--- src/rtl/pcd_pause_n_pkg.sv ---
// Shared types and the modified-Miller coding rule for pcd_pause_n_gen.
package pcd_pause_n_pkg;

  // Sequence shapes within one bit period.
  typedef enum logic [1:0] {
    SEQ_X,
    SEQ_Y,
    SEQ_Z
  } miller_seq_t;

  // Frame-level states of the transmitter.
  typedef enum logic [2:0] {
    IDLE,
    SOC,
    DATA,
    EOC0,
    EOC1
  } gen_state_t;

  // Modified-Miller: 1 -> X; 0 -> Y after a 1, otherwise Z.
  function automatic miller_seq_t miller_code(input logic b, input logic prev_one);
    miller_seq_t seq;
    if (b) begin
      seq = SEQ_X;
    end else if (prev_one) begin
      seq = SEQ_Y;
    end else begin
      seq = SEQ_Z;
    end
    return seq;
  endfunction

endpackage

--- src/rtl/pcd_pause_n_seq_shaper.sv ---
// Bit-period timing for pcd_pause_n_gen: tick counter, period-end strobe and
// the registered pause output. The output is computed from next-cycle tick and
// sequence so that a period's pause appears on tick 0 with no extra latency.
module pcd_pause_n_seq_shaper
  import pcd_pause_n_pkg::*;
#(
  parameter int ETU_TICKS = 128,
  parameter int CNT_W     = $clog2(ETU_TICKS)
) (
  input  logic             clk,
  input  logic             rst_n,
  input  logic             run_next,
  input  logic             load,
  input  miller_seq_t      seq_in,
  input  logic [CNT_W-1:0] len_next,
  output logic             period_end,
  output logic             pcd_pause_n
);

  localparam logic [CNT_W-1:0] TICK_MAX = CNT_W'(ETU_TICKS - 1);
  localparam logic [CNT_W:0]   HALF_W   = (CNT_W + 1)'(ETU_TICKS / 2);

  logic [CNT_W-1:0] tick_reg;
  logic [CNT_W-1:0] tick_next;
  miller_seq_t      seq_reg;
  miller_seq_t      seq_next;
  logic [CNT_W:0]   tick_w;
  logic [CNT_W:0]   len_w;
  logic             low_next;

  assign period_end = (tick_reg == TICK_MAX);

  // Next tick/sequence and whether the line must be in a pause next cycle.
  always_comb begin
    seq_next  = load ? seq_in : seq_reg;
    tick_next = (run_next && !load) ? tick_reg + CNT_W'(1) : '0;
    tick_w    = {1'b0, tick_next};
    len_w     = {1'b0, len_next};
    low_next  = 1'b0;
    if (run_next) begin
      case (seq_next)
        SEQ_Z:   low_next = (tick_w < len_w);
        SEQ_X:   low_next = (tick_w >= HALF_W) && (tick_w < HALF_W + len_w);
        default: low_next = 1'b0;
      endcase
    end
  end

  // Counter, current sequence and the registered line output.
  always_ff @(posedge clk) begin
    if (!rst_n) begin
      tick_reg    <= '0;
      seq_reg     <= SEQ_Y;
      pcd_pause_n <= 1'b1;
    end else begin
      tick_reg    <= tick_next;
      seq_reg     <= seq_next;
      pcd_pause_n <= !low_next;
    end
  end

endmodule

--- src/rtl/pcd_pause_n_gen.sv ---
// PCD-side ISO 14443A modified-Miller pause generator. Frames a valid/ready bit
// stream with SOC and EOC. Optional build macro PCD_PAUSE_N_GEN_RUNTIME_PAUSE_EN
// adds a pause_len input sampled per frame in place of PAUSE_TICKS.
module pcd_pause_n_gen
  import pcd_pause_n_pkg::*;
#(
  parameter int ETU_TICKS   = 128,
  parameter int PAUSE_TICKS = 32,
  parameter int CNT_W       = $clog2(ETU_TICKS)
) (
  input  logic             clk,
  input  logic             rst_n,
  input  logic             tx_data,
  input  logic             tx_last,
  input  logic             tx_valid,
  output logic             tx_ready,
  output logic             busy,
  output logic             underrun,
  output logic             pcd_pause_n
`ifdef PCD_PAUSE_N_GEN_RUNTIME_PAUSE_EN
  ,
  input  logic [CNT_W-1:0] pause_len
`endif
);

  localparam logic [CNT_W-1:0] PAUSE_DEF = CNT_W'(PAUSE_TICKS);

  gen_state_t       state;
  logic             bit_reg;
  logic             last_reg;
  logic [CNT_W-1:0] len_reg;
  logic [CNT_W-1:0] len_sel;
  logic [CNT_W-1:0] len_next;
  logic             period_end;
  logic             hs;
  logic             prev_one;
  logic             run_next;
  logic             load;
  miller_seq_t      seq_up;

`ifdef PCD_PAUSE_N_GEN_RUNTIME_PAUSE_EN
  // Out-of-range runtime lengths fall back to the default pause.
  assign len_sel = ((pause_len == '0) ||
                    ({1'b0, pause_len} >= (CNT_W + 1)'(ETU_TICKS / 2))) ? PAUSE_DEF : pause_len;
`else
  assign len_sel = PAUSE_DEF;
`endif

  assign busy     = (state != IDLE);
  assign tx_ready = rst_n && ((state == IDLE) || ((state == DATA) && period_end && !last_reg));
  assign underrun = rst_n && (state == DATA) && period_end && !last_reg && !tx_valid;
  assign hs       = tx_valid && tx_ready;
  // The current period carries a logic 1 only while a held 1 is being sent;
  // SOC and EOC0 both count as 0 for the following period.
  assign prev_one = (state == DATA) && bit_reg;
  assign len_next = (state == IDLE) ? len_sel : len_reg;

  // Decide whether a new period starts next cycle and which sequence it uses.
  always_comb begin
    run_next = (state != IDLE);
    load     = 1'b0;
    seq_up   = SEQ_Y;
    case (state)
      IDLE: begin
        run_next = hs;
        load     = hs;
        seq_up   = SEQ_Z;
      end
      SOC: begin
        load   = period_end;
        seq_up = miller_code(bit_reg, 1'b0);
      end
      DATA: begin
        load   = period_end;
        seq_up = hs ? miller_code(tx_data, prev_one) : miller_code(1'b0, prev_one);
      end
      EOC0: begin
        load   = period_end;
        seq_up = SEQ_Y;
      end
      EOC1: begin
        run_next = !period_end;
      end
      default: run_next = 1'b0;
    endcase
    if (!rst_n) begin
      run_next = 1'b0;
      load     = 1'b0;
    end
  end

  // Frame FSM: handshake capture and period sequencing.
  always_ff @(posedge clk) begin
    if (!rst_n) begin
      state    <= IDLE;
      bit_reg  <= 1'b0;
      last_reg <= 1'b0;
      len_reg  <= PAUSE_DEF;
    end else begin
      case (state)
        IDLE: begin
          if (hs) begin
            state    <= SOC;
            bit_reg  <= tx_data;
            last_reg <= tx_last;
            len_reg  <= len_sel;
          end
        end
        SOC: begin
          if (period_end) state <= DATA;
        end
        DATA: begin
          if (period_end) begin
            if (hs) begin
              bit_reg  <= tx_data;
              last_reg <= tx_last;
            end else begin
              state <= EOC0;
            end
          end
        end
        EOC0: begin
          if (period_end) state <= EOC1;
        end
        EOC1: begin
          if (period_end) state <= IDLE;
        end
        default: state <= IDLE;
      endcase
    end
  end

  pcd_pause_n_seq_shaper #(
    .ETU_TICKS (ETU_TICKS),
    .CNT_W     (CNT_W)
  ) u_shaper (
    .clk         (clk),
    .rst_n       (rst_n),
    .run_next    (run_next),
    .load        (load),
    .seq_in      (seq_up),
    .len_next    (len_next),
    .period_end  (period_end),
    .pcd_pause_n (pcd_pause_n)
  );

endmodule

--- config.mk ---
export PLATFORM = sky130hd
export DESIGN_NAME = pcd_pause_n_gen
export DESIGN_NICKNAME = d
export VERILOG_FILES = /design/src/rtl/pcd_pause_n_pkg.sv /design/src/rtl/pcd_pause_n_seq_shaper.sv /design/src/rtl/pcd_pause_n_gen.sv
export SDC_FILE = /design/constraint.sdc
export NUM_CORES = 1
export LEC_CHECK = 0
export BUFFER_PORTS_ARGS = -buffer_cell sky130_fd_sc_hd__buf_2
export CORE_MARGIN = 4
export CORE_UTILIZATION = 24
export CTS_BUF_LIST = sky130_fd_sc_hd__clkbuf_4
export CTS_CLUSTER_DIAMETER = 50
export CTS_CLUSTER_SIZE = 8
export DETAILED_ROUTE_END_ITERATION = 7
export GPL_TIMING_DRIVEN = 1
export HOLD_SLACK_MARGIN = 0.12
export PLACE_DENSITY_LB_ADDON = 0.25
export SETUP_SLACK_MARGIN = 0.05
export SLEW_MARGIN = 20
export SYNTH_ARGS = -nofsm -noshare
export SYNTH_HDL_FRONTEND = slang
export SYNTH_SLANG_ARGS = --single-unit
--- constraint.sdc ---
create_clock -name clk -period 2.8 [get_ports clk]
set_input_delay 0.28 -clock clk [delete_from_list [all_inputs] [get_ports clk]]
set_output_delay 0.28 -clock clk [all_outputs]
set_load 0.01 [all_outputs]
* Word level (Yosys, flattened, before mapping)
Index checks and enable logic that the tools add are counted.
** Cells by class
- Reduce and logical (&&, ||, !) cells :: 24
- Equality and inequality tests :: 12
- Magnitude comparators :: 3
- Add/subtract/negate cells :: 1
- Mux-type cells :: 26
** Operator list (number)
- two-way mux 3 bit :: 6
- case mux 3 bit (5 select lines) :: 1
- inequality test 2 bit, second input constant :: 6
- logical AND 1 bit :: 11
- two-way mux 2 bit :: 5
- case mux 1 bit (2 select lines) :: 4
- adder 7 x 1 -> 7 bit, second input constant :: 1
- == test 7 bit, second input constant :: 1
- >= comparator 7 bit, second input constant :: 1
- < comparator 7 x 6 -> 1 bit, second input constant :: 1
- < comparator 7 bit, second input constant :: 1
- two-way mux 1 bit :: 7
- two-way mux 7 bit :: 1
- == test 3 x 2 -> 1 bit, second input constant :: 2
- case mux 2 bit (3 select lines) :: 1
- AND reduction 6 bit :: 1
- logical NOT 1 bit :: 5
- == test 3 x 1 -> 1 bit, second input constant :: 1
- == test 3 bit, second input constant :: 1
- logical NOT 3 bit :: 1
- case mux 1 bit (3 select lines) :: 1
- nonzero test 3 bit :: 1
- OR reduction 3 bit :: 1
- == test 2 bit, second input constant :: 1
- 4 further kinds :: 4
** Storage, ports and cells
- Input port bits :: 5
- Register bits :: 15
- Output and inout bits :: 4
- Logic and storage cells :: 72

* Logic depth before layout (Yosys ltp)
- Depth after elaboration :: 16
- Depth in mapped cells :: 7
- Depth with buffers taken out :: 6

* Hierarchy
Synthesis repeated with hierarchy kept, for this count alone.
** Unflattened totals
- Cells, all modules :: 120
- Area total of the unflattened synthesis :: 979.7 um^2
** By module, submodules not included
- pcd_pause_n_seq_shaper :: seq. area each 200.2 um^2, area an instance 628.1 um^2, cells an instance 73, instances 1
- pcd_pause_n_gen :: seq. area each 100.1 um^2, area an instance 351.6 um^2, cells an instance 47, instances 1

* Worst setup path after synthesis
Ideal clock, no wire load.
- Path kind :: flip-flop to flip-flop
- From :: register u_shaper.tick_reg[0]
- To :: register u_shaper.pcd_pause_n
- Data required time :: 2.664 ns
- Clock period less this slack :: 1.604 ns
- Setup slack :: 1.196 ns
- Library setup time :: 0.136 ns
- Stages on the path, launching flop included :: 8
- Path buffers :: 1
- Arrival time :: 1.469 ns
- Path through :: dfxtp_1 > ha_1 > and3_1 > buf_4 > and3_1 > o2111a_1 > nor3_1 > o221ai_1
** Between the ends
- Word-level cells in the longest chain between the ends :: 16
- Elaborated cells between the ends (all ways) :: 27
- Those cells by class :: add/sub: 1; order compare: 3; eq/ne: 2; mux: 10; reduce/logical: 11
** RTL lines
- start, declared :: RTL line pcd_pause_n_seq_shaper.sv:23 : logic [CNT_W-1:0] tick_reg;
- start signal, assigned :: RTL line pcd_pause_n_seq_shaper.sv:56 : tick_reg <= tick_next;
- == test 7 bit :: RTL line pcd_pause_n_seq_shaper.sv:31 : assign period_end = (tick_reg == TICK_MAX);
- logical AND 1 bit (2 in series) :: RTL line pcd_pause_n_gen.sv:50 : assign tx_ready = rst_n && ((state == IDLE) || ((state == DATA) && period_end && !last_reg));
- logical OR 1 bit :: RTL line pcd_pause_n_gen.sv:50
- logical AND 1 bit :: RTL line pcd_pause_n_gen.sv:50
- logical AND 1 bit :: RTL line pcd_pause_n_gen.sv:52 : assign hs = tx_valid && tx_ready;
- case mux 1 bit (2 select lines) :: RTL line pcd_pause_n_gen.sv:63 : case (state)
- two-way mux 1 bit :: RTL line pcd_pause_n_gen.sv:86 : if (!rst_n) begin
- logical NOT 1 bit :: RTL line pcd_pause_n_seq_shaper.sv:36 : tick_next = (run_next && !load) ? tick_reg + CNT_W'(1) : '0;
- logical AND 1 bit :: RTL line pcd_pause_n_seq_shaper.sv:36
- two-way mux 7 bit :: RTL line pcd_pause_n_seq_shaper.sv:36
- >= comparator 7 bit or < comparator 7 bit (tied branches) :: RTL line pcd_pause_n_seq_shaper.sv:43 : SEQ_X: low_next = (tick_w >= HALF_W) && (tick_w < HALF_W + len_w);
- logical AND 1 bit :: RTL line pcd_pause_n_seq_shaper.sv:43
- case mux 1 bit (2 select lines) :: RTL line pcd_pause_n_seq_shaper.sv:41 : case (seq_next)
- two-way mux 1 bit (*) :: RTL line pcd_pause_n_seq_shaper.sv:40 : if (run_next) begin
- logical NOT 1 bit (*) :: RTL line pcd_pause_n_seq_shaper.sv:58 : pcd_pause_n <= !low_next;
- end signal, assigned :: RTL line pcd_pause_n_seq_shaper.sv:58
- end, declared :: RTL line pcd_pause_n_seq_shaper.sv:17 : output logic pcd_pause_n
Every way passes the cells marked *; elsewhere a longest branch is shown, timed or not.
A chain may end at the register's enable or synchronous reset.

* Worst setup path after layout
- From :: register u_shaper.tick_reg[0]
- To :: output underrun
** Between the ends
- Word-level cells in the longest chain between the ends :: 4
** RTL lines
- == test 7 bit :: RTL line pcd_pause_n_seq_shaper.sv:31
- logical AND 1 bit (3 in series) :: RTL line pcd_pause_n_gen.sv:51 : assign underrun = rst_n && (state == DATA) && period_end && !last_reg && !tx_valid;
- end, declared :: RTL line pcd_pause_n_gen.sv:18 : output logic underrun,
No other way between the ends.

==> flow_summary.toml <==
[status]
status = "finished, final reports clean"

[setup_path]
start_kind = "flip-flop"
cp_max_fo = 5
endpoint_kind = "output port"
cp.required_ns = 2.52
worstSetupPathType = "flip-flop to output port"
worstPathCellList = "ha_1, and3_1, nand3_1, nor3_1, buf_2"
arrival_ns = 1.74
crit_slowest_cell = "dfxtp_1"
cpPeakStageDelay_ns = 0.38

[layout]
diodes = 0
syn_to_final_growth_pct = 11.7
fillers = 367
largest_reg_flops = 7
drive_above_1_share = 0.147
final_nets = 109
seqCellArea_um2 = 300
finalNonFillerCells = 146
multiInputGateArea_um2 = 467

[yosys]
ys_top_cells_by_area = "dfxtp_1 (37%), nor2_1 (6.0%), nand3_1 (4.3%)"
yosysTopAreaCellShare = 0.369
yosysWarnings = 0
ys_seq_area_frac = 0.369
syn_area_um2 = 813
ys_ff_latch = 15
synth_largest_area_cell = "dfxtp_1"
synthCells = 95
synthArstFlopShare = 0
ys.flop_type = "dfxtp_1"
synth.most_common_cell = "dfxtp_1"
syn_nets = 101
synth_area_per_cell_um2 = 8.56
synth_top_cells_by_count = "dfxtp_1 (15), nor2_1 (13), nand3_1 (7)"
synth-edff-count = 0
synth_cell_type_count = 40

[global_routing]
grtUsageTotal = 0.0773
first_global_vias = 598
overflow = 0
grt_first_pass_wirelength_um = 2620
antenna_found_initial = 0
grt_max_degree = 10

[detailed_routing]
vias = 683
wl_met3_um = 98
drt.antenna.violating_nets = 0
drcViolationCount = 0
maxUsedRoutingLayer = "met4"
drtPass1Iterations = 4
post_drt_wl_per_cell_um = 10.8
met2_length_um = 669
wirelength_um = 1580
drt-met1-wl_um = 798
first_iter_violations = 106
viasPerCell = 4.68

[timing]
fmax_mhz = 495
setup_viol = 0
rsz0062_at_grt = "false"
finClkSkew_ns = 0.0110
timing.final.crit_share = 0.722
layout_min_cycle_time_ns = 2.02
setup_tns_ns = 0
drv_slew = 0
max-slew-margin-rel = 0.751
finalHoldViolations = 0
tightest_slew_ns = 0.371

[placement]
dp.cells = 142
port_buffers = 8
routabilityCongestion = 0.858
dp_hpwl_um = 1240

[clock_network]
clk_latency_ns = 0.29
post_cts_resized = 0
clk_pin_slew_ns = 0.10
cts_buffers = 3
clockBufferDepth = 2
htreeDepth = 1
root_buffer = "clkbuf_4"
postCtsSetupBuffers = 0
cts_num_sinks = 15
cts_tree = "built"
ctsHoldBuffers = 0

[floorplan]
core_mm2 = 0.00315
dieHeight_um = 66.2
dieArea_mm2 = 0.00438
row_count = 20
start_util = 0.258
die_w_um = 66.2
num_io_pins = 9

[power]
p_leak_nw = 0.356
power_density_mw_per_mm2 = 432
peakVddDrop_mv = 0.246
power.total_mw = 0.392

[flow_run]
cap_viol_max_count = 0

[worst_hold_path]
min_path_type = "primary input to flip-flop"
[layout by cell type, fill, tap and decap left out, types with 3 or more instances in the layout]
master,count
a21oi_1,4
and3_1,3
buf_2,8
clkbuf_4,3
dfxtp_1,15
nand3_1,7
nor2_1,13
nor2b_1,3
nor3b_1,3
xnor2_1,4
[cells by family after synthesis]
kind of cell,Yosys count,share of synthesized area
xor+xnor,6,0.0646
fa+ha+maj,1,0.0154
flops,15,0.369
mux,2,0.0246
buf+inv,10,0.0569
compound gates,19,0.189
simple gates,42,0.280
[worst max-delay path: cells and delay by family (launching register included)]
| kind | cells | cell delay [ns] |
|---|---|---|
| fa+ha+maj | 1 | 0.21 |
| buf+inv | 1 | 0.16 |
| flops | 1 | 0.38 |
| simple gates | 3 | 0.71 |
[metal layers]
metal  track usage  vias up
li1              -      355
met1        0.0984      312
met2         0.116       14
met3        0.0340        2
met4        0.0228        0
met5             0        -
[final timing paths]
check                                                      from                         endpoint  slack [ns]  cells past startpoint
worst max-delay path            u_shaper.tick_reg[0]$_SDFF_PN0_                         underrun        0.78                      5
worst min-delay path                                    tx_last            last_reg$_SDFFE_PN0P_        0.25                      3
worst max register to register  u_shaper.tick_reg[0]$_SDFF_PN0_  u_shaper.pcd_pause_n$_SDFF_PN1_        1.00                      6
worst min register to register  u_shaper.tick_reg[0]$_SDFF_PN0_  u_shaper.tick_reg[0]$_SDFF_PN0_        0.48                      1
[power by group]
part	switching (mW)	total (mW)	internal [mW]	leakage, nW
registers	0.00510	0.225	0.220	0.122
clock network	0.0710	0.124	0.0531	0.0177
logic	0.0239	0.0434	0.0195	0.216
[cell type report]
type | count | area share
Clock buffer | 3 | 0.0248
Clock inverter | 1 | 0.00551
Inverter | 5 | 0.0207
Multi-Input combinational cell | 70 | 0.514
Sequential cell | 15 | 0.331
Tap cell | 44 | 0.0606
Timing Repair Buffer | 8 | 0.0441
[through the flow]
step                worst slack [ns]  hold slack, ns   util  area (um^2)
detailed placement              1.00           0.458  0.279          881
CTS                            0.777           0.244  0.288          908
global route                   0.594           0.234  0.288          908
global placement                1.01           0.445  0.279          881
floorplan                       1.20           0.430      -          813
finish                         0.779           0.250  0.288          908
Note: power is estimated with default switching activity, not from simulation.
